## src/rtl/ysyx_22050612_ifu_pkg.sv

```systemverilog
// -----------------------------------------------------------------------------
// ysyx_22050612_ifu_pkg
//
// Shared definitions for the instruction fetch unit:
//   - ifu_state_t      : FSM state encoding (IDLE, FETCH, WAIT_RSP, ISSUE,
//                        WAIT_NPC, ERR)
//   - INST_W, PC_W     : instruction word and program counter widths
//   - DEFAULT_RESET_PC : PC of the first fetch after reset
//   - is_misaligned()  : true when a PC is not 4-byte aligned
//
// The ERR state is only reachable when YSYX_22050612_IFU_MISALIGN_EN is
// defined; the encoding is kept here unconditionally so that every build
// shares one state type.
// -----------------------------------------------------------------------------
package ysyx_22050612_ifu_pkg;

    localparam int INST_W = 32;
    localparam int PC_W   = 64;

    localparam logic [PC_W-1:0] DEFAULT_RESET_PC = 64'h0000_0000_8000_0000;

    typedef enum logic [2:0] {
        IFU_IDLE     = 3'd0,
        IFU_FETCH    = 3'd1,
        IFU_WAIT_RSP = 3'd2,
        IFU_ISSUE    = 3'd3,
        IFU_WAIT_NPC = 3'd4,
        IFU_ERR      = 3'd5
    } ifu_state_t;

    // Instructions are 32-bit words, so the two low PC bits must be zero.
    function automatic logic is_misaligned(input logic [PC_W-1:0] pc);
        return (pc[1:0] != 2'b00);
    endfunction

endpackage

```

## src/rtl/ysyx_22050612_ifu.sv

```systemverilog
// -----------------------------------------------------------------------------
// ysyx_22050612_ifu
//
// Instruction fetch unit. Holds the architectural PC, fetches one instruction
// at a time from instruction memory and hands it (with its PC) to the decoder,
// then waits for the execute unit to return the next PC. Exactly one
// instruction is in flight.
//
// Ports:
//   clk, rst_n       : clock (rising edge) and asynchronous active-low reset
//   imem_req_valid   : fetch request valid (out)
//   imem_req_ready   : memory accepts the request (in)
//   imem_req_addr    : fetch address = PC (out, 64)
//   imem_rsp_valid   : instruction data valid, cannot be backpressured (in)
//   imem_rsp_data    : instruction word (in, 32)
//   inst_valid       : instruction offered to decoder (out)
//   inst_ready       : decoder accepts instruction (in)
//   inst             : instruction word (out, 32)
//   inst_pc          : PC of inst (out, 64)
//   dnpc_valid       : next PC presented by execute (in)
//   dnpc             : next PC (in, 64)
//   fetch_err        : sticky misaligned-PC error (out)
//
// Handshake semantics: a transfer happens on a rising edge where valid and
// ready are both 1. Once valid is raised, it and its payload stay unchanged
// until that edge; valid never depends combinationally on ready.
// imem_rsp_valid and dnpc_valid are single-sided: they are consumed only in
// WAIT_RSP / WAIT_NPC respectively and ignored in every other state.
//
// Configuration macro: YSYX_22050612_IFU_MISALIGN_EN
//   defined   : a misaligned dnpc sends the FSM to the terminal ERR state,
//               where fetch_err=1 and no further requests are issued.
//   undefined : dnpc is used unchanged and fetch_err is tied to 0.
//
// All outputs come from registers or from decoding the state register; there
// is no combinational path from any input to any output.
// -----------------------------------------------------------------------------
module ysyx_22050612_ifu
    import ysyx_22050612_ifu_pkg::*;
#(
    parameter logic [63:0] RESET_PC = DEFAULT_RESET_PC
) (
    input  logic              clk,
    input  logic              rst_n,

    output logic              imem_req_valid,
    input  logic              imem_req_ready,
    output logic [PC_W-1:0]   imem_req_addr,
    input  logic              imem_rsp_valid,
    input  logic [INST_W-1:0] imem_rsp_data,

    output logic              inst_valid,
    input  logic              inst_ready,
    output logic [INST_W-1:0] inst,
    output logic [PC_W-1:0]   inst_pc,

    input  logic              dnpc_valid,
    input  logic [PC_W-1:0]   dnpc,

    output logic              fetch_err
);

    ifu_state_t        state_q;
    logic [PC_W-1:0]   pc_q;
    logic [INST_W-1:0] inst_q;
    logic [PC_W-1:0]   inst_pc_q;

    // Single FSM process: state, PC and the instruction/PC hand-off registers.
    always_ff @(posedge clk or negedge rst_n) begin
        if (!rst_n) begin
            state_q   <= IFU_IDLE;
            pc_q      <= RESET_PC;
            inst_q    <= '0;
            inst_pc_q <= '0;
        end else begin
            case (state_q)
                IFU_IDLE: begin
                    state_q <= IFU_FETCH;
                end

                IFU_FETCH: begin
                    // Request valid is decoded from this state, so the
                    // handshake is simply "ready seen while in FETCH".
                    if (imem_req_ready) begin
                        state_q <= IFU_WAIT_RSP;
                    end
                end

                IFU_WAIT_RSP: begin
                    if (imem_rsp_valid) begin
                        inst_q    <= imem_rsp_data;
                        inst_pc_q <= pc_q;
                        state_q   <= IFU_ISSUE;
                    end
                end

                IFU_ISSUE: begin
                    if (inst_ready) begin
                        state_q <= IFU_WAIT_NPC;
                    end
                end

                IFU_WAIT_NPC: begin
                    if (dnpc_valid) begin
                        // The faulting dnpc is still captured into the PC so
                        // it can be inspected after the error.
                        pc_q <= dnpc;
`ifdef YSYX_22050612_IFU_MISALIGN_EN
                        if (is_misaligned(dnpc)) begin
                            state_q <= IFU_ERR;
                        end else begin
                            state_q <= IFU_FETCH;
                        end
`else
                        state_q <= IFU_FETCH;
`endif
                    end
                end

`ifdef YSYX_22050612_IFU_MISALIGN_EN
                IFU_ERR: begin
                    // Terminal: only reset leaves this state.
                    state_q <= IFU_ERR;
                end
`endif

                default: begin
                    state_q <= IFU_IDLE;
                end
            endcase
        end
    end

    // Outputs decoded from the state register. The address is gated so that
    // every output reads 0 in IDLE and while reset is held, even though the
    // PC register itself resets to RESET_PC.
    assign imem_req_valid = (state_q == IFU_FETCH);
    assign imem_req_addr  = (state_q == IFU_FETCH) ? pc_q : '0;
    assign inst_valid     = (state_q == IFU_ISSUE);
    assign inst           = inst_q;
    assign inst_pc        = inst_pc_q;

`ifdef YSYX_22050612_IFU_MISALIGN_EN
    assign fetch_err = (state_q == IFU_ERR);
`else
    assign fetch_err = 1'b0;
`endif

endmodule

```

## config.mk

```make
export PLATFORM = sky130hd
export DESIGN_NAME = ysyx_22050612_ifu
export DESIGN_NICKNAME = d
export VERILOG_FILES = /design/src/rtl/ysyx_22050612_ifu_pkg.sv /design/src/rtl/ysyx_22050612_ifu.sv
export SDC_FILE = /design/constraint.sdc
export NUM_CORES = 1
export LEC_CHECK = 0
export CORE_ASPECT_RATIO = 1.1
export CORE_MARGIN = 3
export CORE_UTILIZATION = 48
export CTS_BUF_LIST = sky130_fd_sc_hd__clkbuf_8
export DETAILED_ROUTE_END_ITERATION = 6
export GPL_TIMING_DRIVEN = 0
export PLACE_DENSITY = 0.88
export SYNTH_ARGS = -nofsm -noshare
export SYNTH_HDL_FRONTEND = slang
export SYNTH_SLANG_ARGS = --single-unit
```

## constraint.sdc

```tcl
create_clock -name clk -period 3.2 [get_ports clk]
set_input_delay 0.64 -clock clk [delete_from_list [all_inputs] [get_ports clk]]
set_output_delay 0.64 -clock clk [all_outputs]
set_load 0.01 [all_outputs]
```

# ---- Yosys cells after proc, flatten, opt, wreduce, memory -nomap -nowiden
# Cells that the tools add are included.
dict set report classes {
  n_eq_ne 8
  mux 6
  n_reduce_logical 4
}
# cell count
set op_table {}
lappend op_table {{64-bit two-way mux} 1}
lappend op_table {{3-bit one-hot mux with 5 select lines} 1}
lappend op_table {{3-bit two-way mux} 4}
lappend op_table {{3-bit by 2-bit equality test with 1-bit output, second input constant} 2}
lappend op_table {{2-bit by 1-bit inequality test with 1-bit output, second input constant} 2}
lappend op_table {{2-bit inequality test, second input constant} 2}
lappend op_table {{2-bit AND reduction} 2}
lappend op_table {{4-bit AND reduction} 1}
lappend op_table {{3-bit by 1-bit equality test with 1-bit output, second input constant} 1}
lappend op_table {{3-bit equality test, second input constant} 1}
lappend op_table {{3-bit logical NOT} 1}
dict set report word_totals {
  reg_bits 163
  in_bits 102
  wordCells 22
}

# ---- Depth between registers and ports, before layout
dict set report logic_depth {
  word_depth 3
  ltp_mapped 5
  ltp_nobuf 3
}

# ---- Worst setup path after synthesis
# No wires, ideal clock.
dict set report synth_timing {
  kind {reg-to-output}
  start {register state_q[2]}
  end {output imem_req_addr[10]}
  t_arrival_ns 1.299
  t_required_ns 2.560
  path_slack_ns 1.261
  path_stages_with_launch 5
  n_path_buf 2
  cell_sequence {dfrtp_1 nor3b_1 clkbuf_1 clkbuf_1 and2_1}
}
dict set report synth_via {
  elab_chain_cells 2
}
# element line
set synth_rtl {}
lappend synth_rtl {{from (decl)} ysyx_22050612_ifu.sv:63} ;# ifu_state_t state_q;
lappend synth_rtl {{from (signal assigned)} ysyx_22050612_ifu.sv:71} ;# state_q <= IFU_IDLE;
lappend synth_rtl {{from (signal assigned)} ysyx_22050612_ifu.sv:78} ;# state_q <= IFU_FETCH;
lappend synth_rtl {{from (signal assigned)} ysyx_22050612_ifu.sv:85} ;# state_q <= IFU_WAIT_RSP;
lappend synth_rtl {{3-bit by 1-bit equality test with 1-bit output} ysyx_22050612_ifu.sv:138} ;# assign imem_req_addr = (state_q == IFU_FETCH) ? pc_q : '0;
lappend synth_rtl {{64-bit two-way mux} ysyx_22050612_ifu.sv:138}
lappend synth_rtl {{to (decl)} ysyx_22050612_ifu.sv:48} ;# output logic [PC_W-1:0] imem_req_addr,
# No other way between the ends.

# ---- Final worst setup path
dict set report layout_timing {
  start {register state_q[2]}
  end {output imem_req_addr[50]}
}
# Same word-level chain as after synthesis.

==> key figures <==
Layout
  – Non-filler cells in the finished layout: 907
  – Final instance area: a little under 10000 µm²
  – Share of cells above drive strength 1: 0.241
  – # nets final: approximately 800
  – Area Growth Syn to Fin: 49.3%
  – N_diodes: 0
  – Filler cell count: ~870
  – Layout Utilization: 0.737

Synthesis
  – Commonest cells post-synth: dfrtp_1 (162), mux2_2 (120), and2_1 (64)
  – Top-count cell post-synth: dfrtp_1
  – Seq/Total Area, Yosys: 0.623
  – Leading area contributor after synthesis: dfrtp_1
  – Syn avg cell area: roughly 15 µm²
  – Yosys reg bits: 163
  – EDFF count, synth: 0
  – Synth Net Count: ~530
  – Post-synth cell types: 22
  – Top FF cell, synth: dfrtp_1
  – Mapped Cells: 429
  – Post-synth ARST share: 1.00
  – Post-synth top area share: 0.619
  – Synth warn: 0
  – Dominant cells by area after synthesis: dfrtp_1 (62%), mux2_2 (21%), mux2_1 (6.9%)
  – Post-synthesis instance area: 6550 µm²

Routing
  – Iteration-0 DRC Markers: approximately 130
  – Vias/cell: 4.89
  – Routed via count: around 4.4k
  – WL final: around 17000 µm
  – DR WL/cell: about 18 µm
  – TritonRoute pass-1 iters: 4
  – # DRC: 0
  – ANT nets after route: 0

Flow run
  – Max Cap Violations: 0

CTS
  – CTS tree: built
  – Total CTS buffers: 17
  – Clock transition at the registers of the reported paths: around 70 ps
  – Postcts setup bufs: 0
  – Root buffer cell: clkbuf_8
  – # H-tree levels: 4
  – Clock Path Buffers: 2
  – CTS Sinks: about 160
  – Clock Latency Late Sink: about 440 ps

STA
  – Finish-stage setup viols: 0
  – Worst-margin pin slew: around 830 ps
  – Fin crit share: 0.937
  – Final Hold Viols: 0
  – RSZ-0062 raised after global routing: false
  – Achievable frequency: between 300 and 400 MHz
  – Slew headroom: 0.447
  – Setup TNS: 0 ps
  – Clock skew: ~9.4 ps
  – Crit path time final: between 2000 and 3000 ps
  – Count of final max-slew check failures: 0

Die
  – I/O pins: between 200 and 300
  – Die height: 129 µm
  – Die area: about 15000 µm²
  – Starting Density: 0.494
  – Die X: 117 µm
  – Site row count: 44
  – Core box area: ~13000 µm²

Critical path
  – Worst Path Required: about 2600 ps
  – CP cell instances: nor3b_2 > clkbuf_4 > clkbuf_2 > and2_1 > clkdlybuf4s50_1
  – Critical Path AT: approximately 2400 ps
  – Crit path capture type: primary output
  – CP max stage delay: between 500 and 600 ps
  – Crit Path Class: reg2out
  – Worst path slowest cell: clkdlybuf4s50_1
  – Worst Path Max Fanout: 10
  – Crit start category: register

Place
  – Port bufs: between 200 and 300
  – Placed instance area: between 9000 and 10000 µm²
  – Gp weighted congestion: between 0.7 and 0.8
  – DP HPWL: between 10000 and 15000 µm
  – Placed Cells: 877

Run status
  – Outcome: complete, no violations

Power and ir drop
  – Post-layout total power: around 8.9 mW
  – Pwr Density: roughly 900 nW/µm²
  – Leakage: roughly 4.4 nW
  – Max VDD drop: slightly below 0.5 mV

Global route
  – First-pass GRT wire length: roughly 27000 µm
  – Number of global-route vias before repair: slightly below 5k
  – All-Layer GR Usage: 0.227
  – Largest net degree at the start of global routing: about 90
  – Overflow after GRT: 0
  – Initial antenna violation count: 1

Hold path
  – Hold Crit Class: in2async
repair_timing:
action | in CTS | in global routing
setup endpoints to repair | 50 | 50
hold buffers | 0 | 0
pin swaps | 0 | 0
gates resized for setup | 6 | 3
cell usage in the layout, fill, tap and decap left out, drive strengths merged:
cell and count:
inv 6, dfstp 1, and3 1, nand2b 1, and2 64, nor3b 2, nand2 3, nor2 2
conb 1, a21oi 1, o21ai 1, mux2 160, buf 20, a221o 1, clkbuf 27, a221oi 1
dfrtp 162, and3b 2, clkdlybuf4s50 262, clkinv 5
where the power goes:
part           switching (mW)  internal [mW]
registers               0.573           3.05
logic                    1.57           2.51
clock network           0.679          0.571
total                    2.82           6.13
worst max-delay path, delay by kind of cell (launching register included):
kind                   cells  cell delay [ps]
buffers and inverters      3             1060
flip-flops                 1              460
AND/OR/NAND/NOR            2              400
worst paths after layout:
kind | startpoint | end | slack (ps) | cells past startpoint
min in group clk | inst_pc[57] | inst_pc[57] | 490 | 1
max reg2reg | state_q[0] | inst_pc[54] | 1150 | 5
max in group asynchronous | rst_n | pc_q[31] | 2120 | 2
min reg2reg | inst_pc[57] | inst_pc[57] | 490 | 1
max | state_q[2] | imem_req_addr[50] | 200 | 5
min | rst_n | pc_q[27] | 240 | 1
flip-flops by register name, summed over array words and instances (netlist names):
name,flops
inst,32
state_q,3
inst_pc,64
pc_q,64
metrics by stage:
step	setup WS [ps]	hold slack (ps)
after detailed placement	206	476
after global routing	59.5	288
final	202	245
after CTS	19.2	262
after global placement	-4640	466
after floorplan	1260	344
layer usage:
layer  part of all wire  wire length [µm]  GRT usage  up-vias
met5            0.00096                16          0        -
met4              0.022               365     0.0911        2
met3              0.081              1360     0.0888       22
met2               0.51              8440      0.392      185
met1               0.39              6510      0.256     2186
li1                   -                 -          -     2039
cell families after synthesis:
kind of cell | after synthesis | synth area share
multiplexers | 160 | 0.275
AO/OA/AOI/OAI | 4 | 0.00439
buffers and inverters | 26 | 0.0258
other | 1 | 0.000572
AND/OR/NAND/NOR | 75 | 0.0716
flip-flops | 163 | 0.623
area by class of cell:
cell class / count / area, µm² / area share
inverter: 1 / 3.75 / 0.000384
multi-input combinational: 240 / 2310 / 0.236
timing repair buffer: 264 / 2660 / 0.272
clock inverter: 10 / 47.5 / 0.00486
buffer: 25 / 175 / 0.0179
sequential: 163 / 4080 / 0.417
tap: 184 / 230 / 0.0235
clock buffer: 20 / 275 / 0.0281
(Power assumes the default switching activity.)
